$ cat src/rtl/bombas_pkg.sv
// Shared types for the minesweeper bomb-placement controller: FSM states and the 8x8 board.
package bombas_pkg;

  localparam int BOARD_DIM = 8;

  typedef logic [BOARD_DIM-1:0][BOARD_DIM-1:0] tablero_t;

  typedef enum logic [2:0] {
    OFF       = 3'd0,
    IDLE      = 3'd1,
    STROBE_LO = 3'd2,
    STROBE_HI = 3'd3,
    COMMIT    = 3'd4,
    DONE      = 3'd5
  } estado_t;

endpackage

$ cat src/rtl/boton_evento.sv
// Active-low push-button to one-cycle press event: 2-flop synchroniser, optional debounce
// (CURSOR_BOMBAS_DEBOUNCE_EN), falling-edge detect.
module boton_evento #(
  parameter int unsigned DEBOUNCE_CYCLES = 500000
) (
  input  logic clk,
  input  logic rst,
  input  logic btn_n,
  output logic evento
);

  logic sync1;
  logic sync2;

  // Two-flop synchroniser; idle level of the button is high.
  always_ff @(posedge clk or posedge rst) begin
    if (rst) begin
      sync1 <= 1'b1;
      sync2 <= 1'b1;
    end else begin
      sync1 <= btn_n;
      sync2 <= sync1;
    end
  end

`ifdef CURSOR_BOMBAS_DEBOUNCE_EN
  localparam int unsigned CW = $clog2(DEBOUNCE_CYCLES + 1);

  logic [CW-1:0] cnt;
  logic          estable;

  // The accepted level only flips after DEBOUNCE_CYCLES consecutive opposite samples.
  always_ff @(posedge clk or posedge rst) begin
    if (rst) begin
      cnt     <= '0;
      estable <= 1'b1;
      evento  <= 1'b0;
    end else begin
      evento <= 1'b0;
      if (sync2 == estable) begin
        cnt <= '0;
      end else if (cnt == CW'(DEBOUNCE_CYCLES - 1)) begin
        cnt     <= '0;
        estable <= sync2;
        evento  <= ~sync2;
      end else begin
        cnt <= cnt + CW'(1);
      end
    end
  end
`else
  logic prev;

  // Raw falling edge of the synchronised level.
  always_ff @(posedge clk or posedge rst) begin
    if (rst) begin
      prev   <= 1'b1;
      evento <= 1'b0;
    end else begin
      prev   <= sync2;
      evento <= prev & ~sync2;
    end
  end
`endif

endmodule

$ cat src/rtl/cursor_bombas.sv
// Cursor/bomb-placement controller feeding colocarMostrar and owning the board register.
// Optional debounce of the buttons: define CURSOR_BOMBAS_DEBOUNCE_EN.
module cursor_bombas
  import bombas_pkg::*;
#(
  parameter int unsigned N_BOMBAS        = 10,
  parameter int unsigned DEBOUNCE_CYCLES = 500000,
  parameter int unsigned SETTLE_CYCLES   = 2
) (
  input  logic     clk,
  input  logic     rst,
  input  logic     start,
  input  logic     btn_up_n,
  input  logic     btn_down_n,
  input  logic     btn_left_n,
  input  logic     btn_right_n,
  input  logic     btn_place_n,
  input  tablero_t matriz_salida,
  output logic [2:0] col,
  output logic [2:0] fila,
  output logic     button_bomba,
  output tablero_t seleccion_matriz,
  output logic [6:0] bomb_count,
  output logic     reject,
  output logic     placing_done
);

  localparam int unsigned SW      = $clog2(SETTLE_CYCLES + 1);
  localparam logic [6:0]  N_TOTAL = 7'(N_BOMBAS);

  logic ev_up, ev_down, ev_left, ev_right, ev_place;

  boton_evento #(.DEBOUNCE_CYCLES(DEBOUNCE_CYCLES)) u_up    (.clk(clk), .rst(rst), .btn_n(btn_up_n),    .evento(ev_up));
  boton_evento #(.DEBOUNCE_CYCLES(DEBOUNCE_CYCLES)) u_down  (.clk(clk), .rst(rst), .btn_n(btn_down_n),  .evento(ev_down));
  boton_evento #(.DEBOUNCE_CYCLES(DEBOUNCE_CYCLES)) u_left  (.clk(clk), .rst(rst), .btn_n(btn_left_n),  .evento(ev_left));
  boton_evento #(.DEBOUNCE_CYCLES(DEBOUNCE_CYCLES)) u_right (.clk(clk), .rst(rst), .btn_n(btn_right_n), .evento(ev_right));
  boton_evento #(.DEBOUNCE_CYCLES(DEBOUNCE_CYCLES)) u_place (.clk(clk), .rst(rst), .btn_n(btn_place_n), .evento(ev_place));

  estado_t       estado;
  logic [SW-1:0] settle_cnt;

  // Placement FSM; all outputs are registered here.
  always_ff @(posedge clk or posedge rst) begin
    if (rst) begin
      estado           <= OFF;
      settle_cnt       <= '0;
      col              <= 3'd0;
      fila             <= 3'd0;
      button_bomba     <= 1'b1;
      seleccion_matriz <= '0;
      bomb_count       <= 7'd0;
      reject           <= 1'b0;
      placing_done     <= 1'b0;
    end else if (start) begin
      estado           <= IDLE;
      settle_cnt       <= '0;
      button_bomba     <= 1'b1;
      seleccion_matriz <= '0;
      bomb_count       <= 7'd0;
      reject           <= 1'b0;
      placing_done     <= 1'b0;
    end else begin
      reject <= 1'b0;
      case (estado)
        OFF: begin
          estado <= OFF;
        end
        IDLE: begin
          if (ev_place) begin
            if (seleccion_matriz[fila][col]) begin
              reject <= 1'b1;
            end else begin
              button_bomba <= 1'b0;
              estado       <= STROBE_LO;
            end
          end else begin
            // Opposite moves in the same cycle cancel; orthogonal ones both apply.
            if (ev_down && !ev_up) fila <= fila + 3'd1;
            else if (ev_up && !ev_down) fila <= fila - 3'd1;
            if (ev_right && !ev_left) col <= col + 3'd1;
            else if (ev_left && !ev_right) col <= col - 3'd1;
          end
        end
        STROBE_LO: begin
          button_bomba <= 1'b1;
          settle_cnt   <= '0;
          estado       <= STROBE_HI;
        end
        STROBE_HI: begin
          // Give colocarMostrar time to capture the rising edge and settle its output.
          if (settle_cnt == SW'(SETTLE_CYCLES - 1)) begin
            estado <= COMMIT;
          end else begin
            settle_cnt <= settle_cnt + SW'(1);
          end
        end
        COMMIT: begin
          seleccion_matriz <= matriz_salida;
          if (bomb_count + 7'd1 >= N_TOTAL) begin
            bomb_count   <= N_TOTAL;
            placing_done <= 1'b1;
            estado       <= DONE;
          end else begin
            bomb_count <= bomb_count + 7'd1;
            estado     <= IDLE;
          end
        end
        DONE: begin
          placing_done <= 1'b1;
          if (ev_place) reject <= 1'b1;
        end
        default: begin
          estado <= OFF;
        end
      endcase
    end
  end

endmodule

$ cat config.mk
export PLATFORM = sky130hd
export DESIGN_NAME = cursor_bombas
export DESIGN_NICKNAME = d
export VERILOG_FILES = /design/src/rtl/bombas_pkg.sv /design/src/rtl/boton_evento.sv /design/src/rtl/cursor_bombas.sv
export SDC_FILE = /design/constraint.sdc
export NUM_CORES = 1
export LEC_CHECK = 0
export CAP_MARGIN = 25
export CORE_ASPECT_RATIO = 0.9
export CORE_MARGIN = 8
export CORE_UTILIZATION = 30
export CTS_BUF_LIST = sky130_fd_sc_hd__clkbuf_2 sky130_fd_sc_hd__clkbuf_4 sky130_fd_sc_hd__clkbuf_8
export DETAILED_ROUTE_END_ITERATION = 16
export DONT_BUFFER_PORTS = 1
export PLACE_DENSITY_LB_ADDON = 0.15
export SYNTH_ARGS = -nofsm -noshare
export SYNTH_HDL_FRONTEND = slang
export SYNTH_SLANG_ARGS = --single-unit
$ cat constraint.sdc
create_clock -name clk -period 3.1 [get_ports clk]
set_input_delay 0.31 -clock clk [delete_from_list [all_inputs] [get_ports clk]]
set_output_delay 0.31 -clock clk [all_outputs]
set_load 0.01 [all_outputs]
## Word-level counts from Yosys, hierarchy flattened

Index checks and enable logic that the tools add are counted.
W data, S select, Z words.

- Flip-flop bits (word level): 105
- Output and inout bits: 80

- Add/subtract/negate cells: 6
- Magnitude comparators: 3
- Equal/unequal tests: 12
- Muxes and demuxes: 34
- Bitwise operators: 12
- Reduce and logical (&&, ||, !) cells: 20

Operators with widths:

| operator | number |
|---|---|
| $mux W64 | 2 |
| $mux W3 | 9 |
| $bmux W8 S3 | 1 |
| $mux W7 | 3 |
| $pmux W3 S5 | 1 |
| $ne A3 B3 Y1 const B | 4 |
| $reduce_and A4 Y1 | 3 |
| $mux W1 | 10 |
| $reduce_bool A3 Y1 | 3 |
| $lt A3 B4 Y1 const B | 2 |
| $mux W8 | 1 |
| $add A7 B1 Y7 const B | 1 |
| $ge A7 B4 Y1 const B | 1 |
| $not A1 Y1 | 7 |
| $add A3 B1 Y3 const B | 2 |
| $eq A3 B2 Y1 const B | 2 |
| $eq A3 B3 Y1 const B | 2 |
| $pmux W1 S2 | 3 |
| $reduce_bool A2 Y1 | 3 |
| $sub A3 B1 Y3 const B | 2 |
| $and A1 B1 Y1 | 5 |
| $logic_and A1 B1 Y1 | 4 |
| $logic_not A1 Y1 | 4 |
| $mux W2 | 2 |
| 9 further kinds | 10 |

## Longest topological paths before layout

- Depth in word-level cells: 8
- Depth in mapped cells: 7
- Depth with buffers taken out: 7

## By module

From an unflattened synthesis, not the netlist that was laid out.

- Cell total of the unflattened synthesis: 338
- Area total of the unflattened synthesis: 4571.9 um2

Modules (own cells, without submodules):

| module | times used | cells an instance | area an instance (um2) | sequential area each (um2) |
|---|---|---|---|---|
| cursor_bombas | 1 | 308 | 3965.1 | 2128.3 |
| boton_evento | 5 | 6 | 121.4 | 103.8 |

## Worst setup path before layout

Ideal clock, no wire load.

- Path kind: register -> register
- Start point: register fila[0]
- End point: register estado[1]
- Setup time: 0.092 ns
- Data arrival time: 1.854 ns
- Required time: 3.008 ns
- Slack: 1.154 ns
- Cell stages (with the launch flop): 8
- Cell sequence: dfrtp_1 > buf_6 > buf_12 > mux4_2 > mux2i_1 > a22oi_1 > a22o_1 > o31ai_2

- Longest elaborated chain between the ends: 6

Ends and longest elaborated chain:

| item | RTL line | RTL |
|---|---|---|
| start: declaration | cursor_bombas.sv:20 | `output logic [2:0] fila,` |
| start signal: assignment | cursor_bombas.sv:78 | `if (ev_down && !ev_up) fila <= fila + 3'd1;` |
| start signal: assignment | cursor_bombas.sv:79 | `else if (ev_up && !ev_down) fila <= fila - 3'd1;` |
| $bmux W8 S3 | cursor_bombas.sv:70 | `if (seleccion_matriz[fila][col]) begin` |
| $mux W8 (implied by the code) | cursor_bombas.sv:70 |  |
| $bmux W1 S3 | cursor_bombas.sv:70 |  |
| $mux W1 (implied by the code) | cursor_bombas.sv:70 |  |
| $ne A3 B3 Y1 (no source line) | n/a |  |
| $reduce_and A4 Y1 (no source line) | n/a |  |
| end signal: assignment | cursor_bombas.sv:66 | `estado <= OFF;` |
| end signal: assignment | cursor_bombas.sv:74 | `estado <= STROBE_LO;` |
| end signal: assignment | cursor_bombas.sv:87 | `estado <= STROBE_HI;` |
| end: declaration | cursor_bombas.sv:39 | `estado_t estado;` |

No other way between the ends. The select of a mux whose other input is x is not followed.
A chain may end at the register's enable or synchronous reset.

## Final worst setup path

- Start point: register fila[2]
- End point: register reject

- Longest elaborated chain between the ends: 8

Ends and longest elaborated chain:

| item | RTL line | RTL |
|---|---|---|
| $bmux W8 S3 | cursor_bombas.sv:70 |  |
| $mux W8 (implied by the code) | cursor_bombas.sv:70 |  |
| $bmux W1 S3 | cursor_bombas.sv:70 |  |
| $mux W1 (implied by the code) | cursor_bombas.sv:70 |  |
| $mux W1 | cursor_bombas.sv:70 |  |
| $mux W1 | cursor_bombas.sv:69 | `if (ev_place) begin` |
| $pmux W1 S2 | cursor_bombas.sv:64 | `case (estado)` |
| $mux W1 | cursor_bombas.sv:54 | `end else if (start) begin` |
| end signal: assignment | cursor_bombas.sv:52 | `reject <= 1'b0;` |
| end signal: assignment | cursor_bombas.sv:63 | `reject <= 1'b0;` |
| end signal: assignment | cursor_bombas.sv:71 | `reject <= 1'b1;` |
| end: declaration | cursor_bombas.sv:24 | `output logic reject,` |

No other way between the ends. The select of a mux whose other input is x is not followed.

==> results_dict.tcl <==
set metrics [dict create \
    status "completed" \
    drc_errors 0 \
    fin_crit_ns 2.34 \
    die_area_mm2 0.0194 \
    clk_latency_ns 0.38 \
    reg2reg_from "fila[2]$_DFFE_PP0P_" \
    fmax_ghz 0.428 \
    grt_pass1_vias 3081 \
    final.fill_count 1484 \
    yosys.area.top_type "dfrtp_1" \
    worstRegToRegCells 5 \
    grt_pass1_wl_mm 19.5 \
    synth.cell_area_mm2 0.00457 \
    gr-max-usage-layer "met2" \
    post-dp-hpwl_mm 9.23 \
    crit_path_end_kind "register" \
    syn2layout_area_growth_pct 10.3 \
    antenna_found_initial 1 \
    synthFlopType "dfrtp_1" \
    hold_end "seleccion_matriz[49]$_DFFE_PP0P_" \
    drt_iter0_markers 131 \
    vdd_drop_max_uv 355 \
    cts_tree "done" \
    core_mm2 0.0148 \
    use_met3_pct 5.83 \
    worstReg2RegEnd "reject$_DFF_PP0_" \
    leakage_uw 0.00227 \
    finalMaxSlewViolations 0 \
    use_met1_pct 16.4 \
    port-buffer-count 0 \
    rsz0062_at_grt "no" \
    synth_cell_type_count 49 \
    place_area_mm2 0.00475 \
    maxSlewHeadroom_pct 44.0 \
    ant_nets 0 \
    totalWireLength_mm 12.6 \
    die_h_um 133 \
    path_class "register to register" \
    finalHoldViolations 0 \
    met2_usage_pct 20.0 \
    row_count 42 \
    setup_tns_ns 0 \
    place_congestion 0.749 \
    start_util_pct 30.8 \
    syn_area_per_cell_um2 14.1 \
    netlist_instances 325 \
    arrival_ns 2.62 \
    fin_crit_sh_pct 75.4 \
    drtPass1Iterations 4 \
    grt_usage_pct 13.2 \
    cts_buffers 9 \
    min_path_cells 1 \
    ys_ff_latch 105 \
    cts_root_buf "clkbuf_8" \
    cp.required_ns 3.38 \
    worst_slew_pin_slew_ns 0.841 \
    clkTransAtPathRegs_ns 0.11 \
    num_antenna_cells 0 \
    p_per_area_mw_per_mm2 626 \
    post-route-util_pct 34.0 \
    synthArstFlopShare_pct 100 \
    wl_per_cell_um 23.7 \
    fp.dieW_um 146 \
    finalSetupViolations 0 \
    worst_clock_skew_ns 0.00782 \
    grt_max_degree 68 \
    register_area_mm2 0.00265 \
    min_path_type "input pin to register" \
    synth_top_area_share_pct 48.8 \
    ys_seq_area_share_pct 58.0 \
    cp-start-kind "register" \
    final_cell_area_mm2 0.00504 \
    min_from "matriz_salida[49]" \
    cts_num_sinks 105 \
    grt-ovfl-total 0 \
    synth_edf_count 0 \
    htree_levels 3 \
    p_total_uw 3150 \
    crit_fanout 15 \
    yosysWarningCount 0 \
    num-nets-final 408 \
    cap_violations 0 \
    synth_fp_nets 404 \
    dr_total_vias 2816 \
    multi_input_area_mm2 0.00172 \
    viasPerCell 5.29 \
    top_level_ports 152 \
    worst-r2r-setup-slack_ns 0.76 \
    drive_gt1_share_pct 18.3 \
    ctsLongestPathBuffers 2 \
    synthTopCellsByArea "dfrtp_1 49%, a22o_1 13%, dfstp_2 9.2%" \
]
## flip-flops by register name, indices dropped and copies added (netlist names), 2 cells and up
signal            count
bomb_count            7
seleccion_matriz     64
estado                3
col                   3
fila                  3
settle_cnt            2
## cells by family after synthesis
group / share of synthesized area (%)
AO/OA/AOI/OAI: 17.6
XOR/XNOR: 1.34
adder cells (fa/ha/maj): 2.25
buffers and inverters: 4.68
flip-flops: 58.0
multiplexers: 10.6
AND/OR/NAND/NOR: 5.51
## power breakdown
group	switching [µW]	internal (µW)
Clock	524	398
Sequential	197	1450
Combinational	281	297
Total	1000	2150
## worst max-delay path by stage
stage                     cells after the start  slack [ns]                   endpoint                 from
after floorplan                               1        0.06  bomb_count[0]$_DFFE_PP0P_                  rst
after global placement                        5        0.86           reject$_DFF_PP0_  fila[2]$_DFFE_PP0P_
after detailed placement                      5        0.74           reject$_DFF_PP0_  fila[2]$_DFFE_PP0P_
after CTS                                     5        0.71           reject$_DFF_PP0_  fila[2]$_DFFE_PP0P_
after global routing                          5        0.55           reject$_DFF_PP0_  fila[2]$_DFFE_PP0P_
final                                         5        0.76           reject$_DFF_PP0_  fila[2]$_DFFE_PP0P_
## layout by cell type, fill, tap and decap left out, types with 4 or more instances in the layout
cell type	count
mux2i_1	8
dlygate4sd3_1	7
a21oi_1	5
nor2b_1	7
dfstp_2	16
inv_1	13
ha_1	5
clkbuf_8	9
xnor2_1	4
nor2_1	10
mux4_1	6
buf_4	6
nand2_1	7
a22oi_1	6
dfrtp_1	89
o21ai_0	4
a22o_1	66
mux4_2	10
## through the flow
stage | cells | setup slack [ns] | hold slack, ns
floorplan | 325 | 0.0559 | 0.314
global route | 532 | 0.553 | 0.00340
global placement | 509 | 0.855 | 0.315
CTS | 532 | 0.709 | 0.00813
detailed placement | 509 | 0.738 | 0.315
finish | 532 | 0.762 | 0.0470
## Yosys cell counts, types with 4 or more instances
library cell,count
buf_2,5
dfrtp_1,89
nor2b_1,7
a22oi_1,6
mux4_2,10
o21ai_0,4
nand2_1,7
ha_1,5
xnor2_1,4
dfstp_2,16
clkbuf_1,10
mux2i_1,8
inv_1,14
mux4_1,6
a22o_1,66
nor2_1,11
a21oi_1,5
## worst max-delay path: stages (launching register included)
cell and delay, ns:
dfrtp_1 0.85, mux4_2 0.35, mux2i_1 0.08, a221oi_1 0.37, a22oi_1 0.20, a2111oi_2 0.39
## metal layers
layer,vias up,part of all wire (%)
li1,1240,-
met1,1451,45
met2,112,46
met3,13,8.6
met4,0,1.3
met5,-,0
## layout make-up
| type | count | share of cell area (%) |
|---|---|---|
| inverter | 14 | 1.09 |
| clock inverter | 7 | 1.79 |
| multi-input combinational | 184 | 34.1 |
| sequential | 105 | 52.6 |
| clock buffer | 9 | 2.46 |
| tap | 198 | 4.92 |
| timing repair buffer | 15 | 3.08 |
## timing repair
action	4_1_cts	5_1_grt
gates resized for setup	0	0
endpoints found under the hold margin	58	0
endpoints found under the setup margin	0	0
buffers inserted	0	0
hold buffers	7	0
(Power assumes the default switching activity.)
